### config.mk
export PLATFORM = sky130hd
export DESIGN_NAME = cpu_step_ctrl
export DESIGN_NICKNAME = d
export VERILOG_FILES = /design/src/rtl/cpu_dbg_pkg.sv /design/src/rtl/step_trace_buf.sv /design/src/rtl/cpu_step_ctrl.sv
export SDC_FILE = /design/constraint.sdc
export NUM_CORES = 1
export LEC_CHECK = 0
export CAP_MARGIN = 25
export CORE_UTILIZATION = 40
export CTS_CLUSTER_DIAMETER = 80
export CTS_CLUSTER_SIZE = 20
export DETAILED_ROUTE_END_ITERATION = 7
export GPL_TIMING_DRIVEN = 0
export PLACE_DENSITY_LB_ADDON = 0.08
export SYNTH_ARGS = -nofsm -noshare
export SYNTH_HDL_FRONTEND = slang
export SYNTH_SLANG_ARGS = --single-unit
### constraint.sdc
create_clock -name clk -period 12.35 [get_ports clk]
set_input_delay 3.705 -clock clk [delete_from_list [all_inputs] [get_ports clk]]
set_output_delay 3.705 -clock clk [all_outputs]
set_load 0.005 [all_outputs]
### src/rtl/cpu_dbg_pkg.sv
// Shared debug-controller types: host command encodings and run states.
// Imported by the step controller and its trace buffer.
package cpu_dbg_pkg;

    localparam logic [1:0] CMD_RUN_N    = 2'd0;
    localparam logic [1:0] CMD_STEP     = 2'd1;
    localparam logic [1:0] CMD_RUN_FREE = 2'd2;
    localparam logic [1:0] CMD_HALT     = 2'd3;

    typedef enum logic [1:0] {
        IDLE     = 2'd0,
        RUN_CNT  = 2'd1,
        RUN_FREE = 2'd2
    } step_state_e;

    function automatic logic is_start(input logic [1:0] op);
        return op != CMD_HALT;
    endfunction

endpackage

### src/rtl/step_trace_buf.sv
// Circular (PC, instruction) trace with saturating count and a read port
// addressed relative to the oldest valid entry.
module step_trace_buf
    import cpu_dbg_pkg::*;
#(
    parameter int PC_W        = 16,
    parameter int INST_W      = 32,
    parameter int TRACE_DEPTH = 8,
    localparam int TW         = $clog2(TRACE_DEPTH),
    localparam int CW         = TW + 1
) (
    input  logic              clk,
    input  logic              rst_n,
    input  logic              i_we,
    input  logic [PC_W-1:0]   i_pc,
    input  logic [INST_W-1:0] i_inst,
    input  logic [TW-1:0]     i_rd_idx,
    output logic [PC_W-1:0]   o_rd_pc,
    output logic [INST_W-1:0] o_rd_inst,
    output logic [CW-1:0]     o_count
);

    localparam logic [CW-1:0] FULL = CW'(TRACE_DEPTH);

    logic [PC_W-1:0]   r_pc_mem   [TRACE_DEPTH];
    logic [INST_W-1:0] r_inst_mem [TRACE_DEPTH];
    logic [TW-1:0]     r_wr_ptr;
    logic [CW-1:0]     r_count;
    logic [TW-1:0]     w_rd_addr;

    always_ff @(posedge clk or negedge rst_n) begin
        if (!rst_n) begin
            r_wr_ptr <= '0;
            r_count  <= '0;
        end else if (i_we) begin
            r_wr_ptr <= r_wr_ptr + TW'(1);
            if (r_count != FULL)
                r_count <= r_count + CW'(1);
        end
    end

    // Storage carries no reset; contents are only meaningful below o_count.
    always_ff @(posedge clk) begin
        if (i_we) begin
            r_pc_mem[r_wr_ptr]   <= i_pc;
            r_inst_mem[r_wr_ptr] <= i_inst;
        end
    end

    // When full the low count bits are zero, so the oldest entry is wr_ptr.
    assign w_rd_addr = r_wr_ptr - r_count[TW-1:0] + i_rd_idx;
    assign o_rd_pc   = r_pc_mem[w_rd_addr];
    assign o_rd_inst = r_inst_mem[w_rd_addr];
    assign o_count   = r_count;

endmodule

### src/rtl/cpu_step_ctrl.sv
// Run/step clock-enable controller for the 16-bit core with PC
// breakpoints and a circular execution trace.
module cpu_step_ctrl
    import cpu_dbg_pkg::*;
#(
    parameter int PC_W        = 16,
    parameter int INST_W      = 32,
    parameter int CNT_W       = 16,
    parameter int NUM_BP      = 2,
    parameter int TRACE_DEPTH = 8,
    localparam int TW         = $clog2(TRACE_DEPTH)
) (
    input  logic                   clk,
    input  logic                   rst_n,
    input  logic                   cmd_valid,
    input  logic [1:0]             cmd_op,
    input  logic [CNT_W-1:0]       cmd_count,
    input  logic [NUM_BP-1:0]      bp_en,
    input  logic [NUM_BP*PC_W-1:0] bp_addr,
    input  logic [PC_W-1:0]        pc_in,
    input  logic [INST_W-1:0]      inst_in,
    output logic                   cpu_ce,
    output logic                   busy,
    output logic                   done,
    output logic                   bp_hit,
    output logic [2:0]             bp_idx,
    output logic                   cmd_err,
    input  logic [TW-1:0]          trace_rd_idx,
    output logic [PC_W-1:0]        trace_rd_pc,
    output logic [INST_W-1:0]      trace_rd_inst,
    output logic [TW:0]            trace_count
);

    step_state_e      r_state, w_state_nxt;
    logic [CNT_W-1:0] r_remaining, w_remaining_nxt;
    logic             r_first, w_first_nxt;
    logic             r_done, w_done_nxt;
    logic             r_err, w_err_nxt;
    logic             r_bp_hit, w_bp_hit_nxt;
    logic [2:0]       r_bp_idx, w_bp_idx_nxt;

    logic             w_match;
    logic [2:0]       w_match_idx;
    logic             w_bp_stop;
    logic             w_start;
    logic             w_halt;
    logic             w_ce;
    logic [CNT_W-1:0] w_start_cnt;

    // Descending scan so the lowest matching index is the one kept.
    always_comb begin
        w_match     = 1'b0;
        w_match_idx = '0;
        for (int i = NUM_BP - 1; i >= 0; i--) begin
            if (bp_en[i] && pc_in == bp_addr[i*PC_W +: PC_W]) begin
                w_match     = 1'b1;
                w_match_idx = 3'(i);
            end
        end
    end

    assign w_bp_stop   = w_match && !r_first && (r_state != IDLE);
    assign w_start     = cmd_valid && is_start(cmd_op);
    assign w_halt      = cmd_valid && (cmd_op == CMD_HALT);
    assign w_start_cnt = (cmd_op == CMD_STEP) ? CNT_W'(1) : cmd_count;

    assign w_ce = !w_bp_stop &&
                  ((r_state == RUN_CNT && r_remaining != '0) ||
                   r_state == RUN_FREE);

    always_comb begin
        w_state_nxt     = r_state;
        w_remaining_nxt = r_remaining;
        w_first_nxt     = 1'b0;
        w_done_nxt      = 1'b0;
        w_err_nxt       = 1'b0;
        w_bp_hit_nxt    = r_bp_hit;
        w_bp_idx_nxt    = r_bp_idx;
        unique case (r_state)
            IDLE: begin
                if (w_start) begin
                    w_bp_hit_nxt = 1'b0;
                    if (cmd_op == CMD_RUN_FREE) begin
                        w_state_nxt = RUN_FREE;
                        w_first_nxt = 1'b1;
                    end else if (w_start_cnt == '0) begin
                        w_done_nxt = 1'b1;
                    end else begin
                        w_state_nxt     = RUN_CNT;
                        w_remaining_nxt = w_start_cnt;
                        w_first_nxt     = 1'b1;
                    end
                end
            end
            RUN_CNT, RUN_FREE: begin
                w_err_nxt = w_start;
                if (w_bp_stop) begin
                    w_state_nxt     = IDLE;
                    w_remaining_nxt = '0;
                    w_done_nxt      = 1'b1;
                    w_bp_hit_nxt    = 1'b1;
                    w_bp_idx_nxt    = w_match_idx;
                end else if (w_halt) begin
                    w_state_nxt     = IDLE;
                    w_remaining_nxt = '0;
                    w_done_nxt      = 1'b1;
                end else if (r_state == RUN_CNT) begin
                    w_remaining_nxt = r_remaining - CNT_W'(1);
                    if (r_remaining == CNT_W'(1)) begin
                        w_state_nxt = IDLE;
                        w_done_nxt  = 1'b1;
                    end
                end
            end
            default: begin
                w_state_nxt     = IDLE;
                w_remaining_nxt = '0;
            end
        endcase
    end

    always_ff @(posedge clk or negedge rst_n) begin
        if (!rst_n) begin
            r_state     <= IDLE;
            r_remaining <= '0;
            r_first     <= 1'b0;
            r_done      <= 1'b0;
            r_err       <= 1'b0;
            r_bp_hit    <= 1'b0;
            r_bp_idx    <= '0;
        end else begin
            r_state     <= w_state_nxt;
            r_remaining <= w_remaining_nxt;
            r_first     <= w_first_nxt;
            r_done      <= w_done_nxt;
            r_err       <= w_err_nxt;
            r_bp_hit    <= w_bp_hit_nxt;
            r_bp_idx    <= w_bp_idx_nxt;
        end
    end

    step_trace_buf #(
        .PC_W        (PC_W),
        .INST_W      (INST_W),
        .TRACE_DEPTH (TRACE_DEPTH)
    ) u_trace (
        .clk       (clk),
        .rst_n     (rst_n),
        .i_we      (w_ce),
        .i_pc      (pc_in),
        .i_inst    (inst_in),
        .i_rd_idx  (trace_rd_idx),
        .o_rd_pc   (trace_rd_pc),
        .o_rd_inst (trace_rd_inst),
        .o_count   (trace_count)
    );

    assign cpu_ce  = w_ce;
    assign busy    = (r_state != IDLE);
    assign done    = r_done;
    assign bp_hit  = r_bp_hit;
    assign bp_idx  = r_bp_idx;
    assign cmd_err = r_err;

endmodule

==> qor.csv <==
stage;metric;value;unit
outcome;status;complete, no violations;
critical_path;CP required;8640;ps
clock_network;Clock Path Buffers;3;
floorplan;Site Rows;75;
global_route;first-pass GRT wire length;59700;um
synthesis;Ys Warns;0;
sta;Max Freq;87.3;MHz
sta;RSZ-0062 raised after global routing;false;
sta;min cycle time layout;11450;ps
clock_network;root buffer cell;clkbuf_16;
synthesis;top_reg_cell synth;edfxtp_1;
clock_network;H-tree depth;1;
clock_network;CTS Hold Bufs;0;
layout;most common cell after layout, fill and taps aside;edfxtp_1;
routing;DR vias;8931;
global_route;vias in the first global route;9324;
critical_path;worst path bufs/invs;6;
critical_path;CP max stage delay;720;ps
global_route;largest net degree at the start of global routing;31;
synthesis;synthesized flop and latch total;414;
critical_path;Critical Path Start Type;primary input;
layout;fillers;3506;
synthesis;register area share after synthesis;72.5;%
routing;Iter 0 DRT Violations;594;
sta;fraction of the cycle the final worst path needs;92.7;%
layout;utilization after layout;49.5;%
floorplan;Placeable Area;41900;sq um
place;gpl congestion;0.874;
sta;number of setup violations in the final report;0;
critical_path;Top Family by Delay on Critical Path;buffers and inverters;
clock_network;Setup Buffers After CTS;0;
global_route;initial antenna violation count;0;
sta;Max-Slew Margin vs Limit;37.5;%
routing;Detailed Routing Iterations Pass 1;5;
routing;mean number of vias per cell;5.39;
synthesis;Distinct cells, synth;58;
synthesis;Mapped Cells;855;
critical_path;CP Capture Type;output port;
layout;Ant. Diodes;0;
synthesis;synthesized area per cell;19.8;sq um
flow_run;Max Cap Viol;0;
critical_path;critical path's slowest cell;xnor2_1;
synthesis;EDFF count, synth;384;
global_route;Remaining Overflow, GRT;0;
floorplan;Initial Utilization;40.5;%
place;IO Port Bufs;163;
routing;antenna-violating nets left;0;
layout;highest-count cells in the layout ignoring fill and taps;edfxtp_1, clkdlybuf4s50_1, mux4_2;
clock_network;# clock sinks;414;
floorplan;die area;43200;sq um
routing;drt wl/cell;23.6;um
clock_network;post-cts sizing count;0;
sta;Worst Tran Pin Value;930;ps
clock_network;CTS Buf Count;25;
routing;Post-Route WL;39200;um
routing;DRC;0;
floorplan;Die Span X;208;um
floorplan;Die H;208;um
layout;share of layout cells above drive strength 1;25.2;%
critical_path;CP arrival;7750;ps
layout;Syn-to-layout area delta;22.1;%
clock_network;CTS tree;yes;
critical_path;worst path cell trace;clkdlybuf4s50_1 -> inv_1 -> fa_1 -> inv_1 -> fa_1 -> xnor2_1 -> buf_2 -> buf_4 -> mux4_2 -> mux2_2 -> clkdlybuf4s50_1;
synthesis;ys async rst share;7.25;%
sta;Max Transition Viols Final;0;
critical_path;worst-path maximum fanout;10;
place;DP Wirelength;26900;um
layout;Layout Nets;1232;
floorplan;I/O Pins;166;
global_route;overall routing resource usage;18.3;%
sta;endpoints failing hold;0;
critical_path;CP Class;primary input to output port;
clock_network;Clock Latency Late Sink;560;ps
synthesis;synthesized cell area;16900;sq um
hold_path;Hold Path Class;flop to flop;
clock_network;clk slew on worst S/H paths;90;ps
sta;clock skew;16.0;ps
-- worst min-delay path: stages, from the launching register on --
cell,delay (ps)
dfrtp_1,380
inv_1,50
o22ai_1,50
-- cells in the mapped netlist (6+ instances only) --
| library cell | n | area share [%] |
|---|---|---|
| mux4_2 | 96 | 13 |
| a22oi_1 | 10 | 0.44 |
| nor3_1 | 13 | 0.38 |
| nor4_1 | 8 | 0.30 |
| inv_1 | 24 | 0.53 |
| nand4_1 | 8 | 0.30 |
| nand3_1 | 11 | 0.32 |
| xnor2_1 | 36 | 1.9 |
| clkbuf_1 | 20 | 0.44 |
| buf_4 | 6 | 0.27 |
| o22ai_1 | 13 | 0.48 |
| a31oi_1 | 7 | 0.26 |
| a21oi_1 | 17 | 0.50 |
| dfrtp_1 | 30 | 4.4 |
| mux2_2 | 51 | 3.4 |
| nor2_1 | 13 | 0.29 |
| edfxtp_1 | 384 | 68 |
| o31ai_1 | 9 | 0.40 |
| ha_1 | 11 | 0.81 |
| and3_1 | 6 | 0.22 |
| buf_2 | 12 | 0.35 |
| nand2_1 | 8 | 0.18 |
-- worst paths after layout --
check | startpoint | endpoint | slack (ps) | cells after the start
max in group asynchronous | rst_n | r_remaining[7] | 8650 | 1
max reg2reg | r_state[0] | u_trace.r_inst_mem[0][30] | 8340 | 12
min reg2reg | r_remaining[15] | r_remaining[15] | 520 | 2
max | trace_rd_idx[1] | trace_rd_pc[13] | 900 | 11
min | r_remaining[15] | r_remaining[15] | 520 | 2
min in group asynchronous | rst_n | r_remaining[6] | 3220 | 1
-- layer usage --
metal / GRT usage, % / vias up / share of wire (%) / routed length [um]
met5: 0 / - / 0 / 0
met1: 27.2 / 4646 / 47 / 18200
met3: 2.53 / 43 / 4.7 / 1830
met4: 3.04 / 0 / 1.4 / 561
met2: 29.3 / 248 / 47 / 18600
li1: - / 3994 / - / -
-- cell type report --
cell class,instances,area [sq um],share of cell area (%)
Clock buffer,26,629,3.04
Multi-Input combinational cell,374,4410,21.3
Tap cell,539,674,3.26
Inverter,24,90.1,0.435
Buffer,44,218,1.05
Timing Repair Buffer,230,2330,11.2
Sequential cell,414,12300,59.3
Clock inverter,6,70.1,0.338
-- sequential cells by signal, summed over array words and instances (netlist names) --
register	flops
bp_hit	1
bp_idx	1
cmd_err	1
done	1
r_first	1
r_remaining	16
r_state	2
u_trace.o_count	4
u_trace.r_inst_mem	256
u_trace.r_pc_mem	128
u_trace.r_wr_ptr	3
-- stage by stage --
step	setup WS [ps]	instances	TNS (ps)	hold slack (ps)	cell area, sq um
floorplan	2300	856	0	477	17000
global placement	-5290	1558	-906030	502	19300
detailed placement	781	1619	0	506	19900
CTS	796	1651	0	522	20600
global route	719	1657	0	547	20700
finish	898	1657	0	522	20700
-- cells by family after synthesis --
group | synth area share [%]
and+or+nand+nor | 3.07
muxes | 16.4
adders and majority gates | 1.05
DFF | 72.5
AOI/OAI and AO/OA | 3.16
other | 0.0221
xor gates and xnor gates | 2.07
buffers and inverters | 1.82
Power is left out: the tool's default activity adds up to more than one toggle a clock period on the data nets, which glitch-free logic cannot reach.
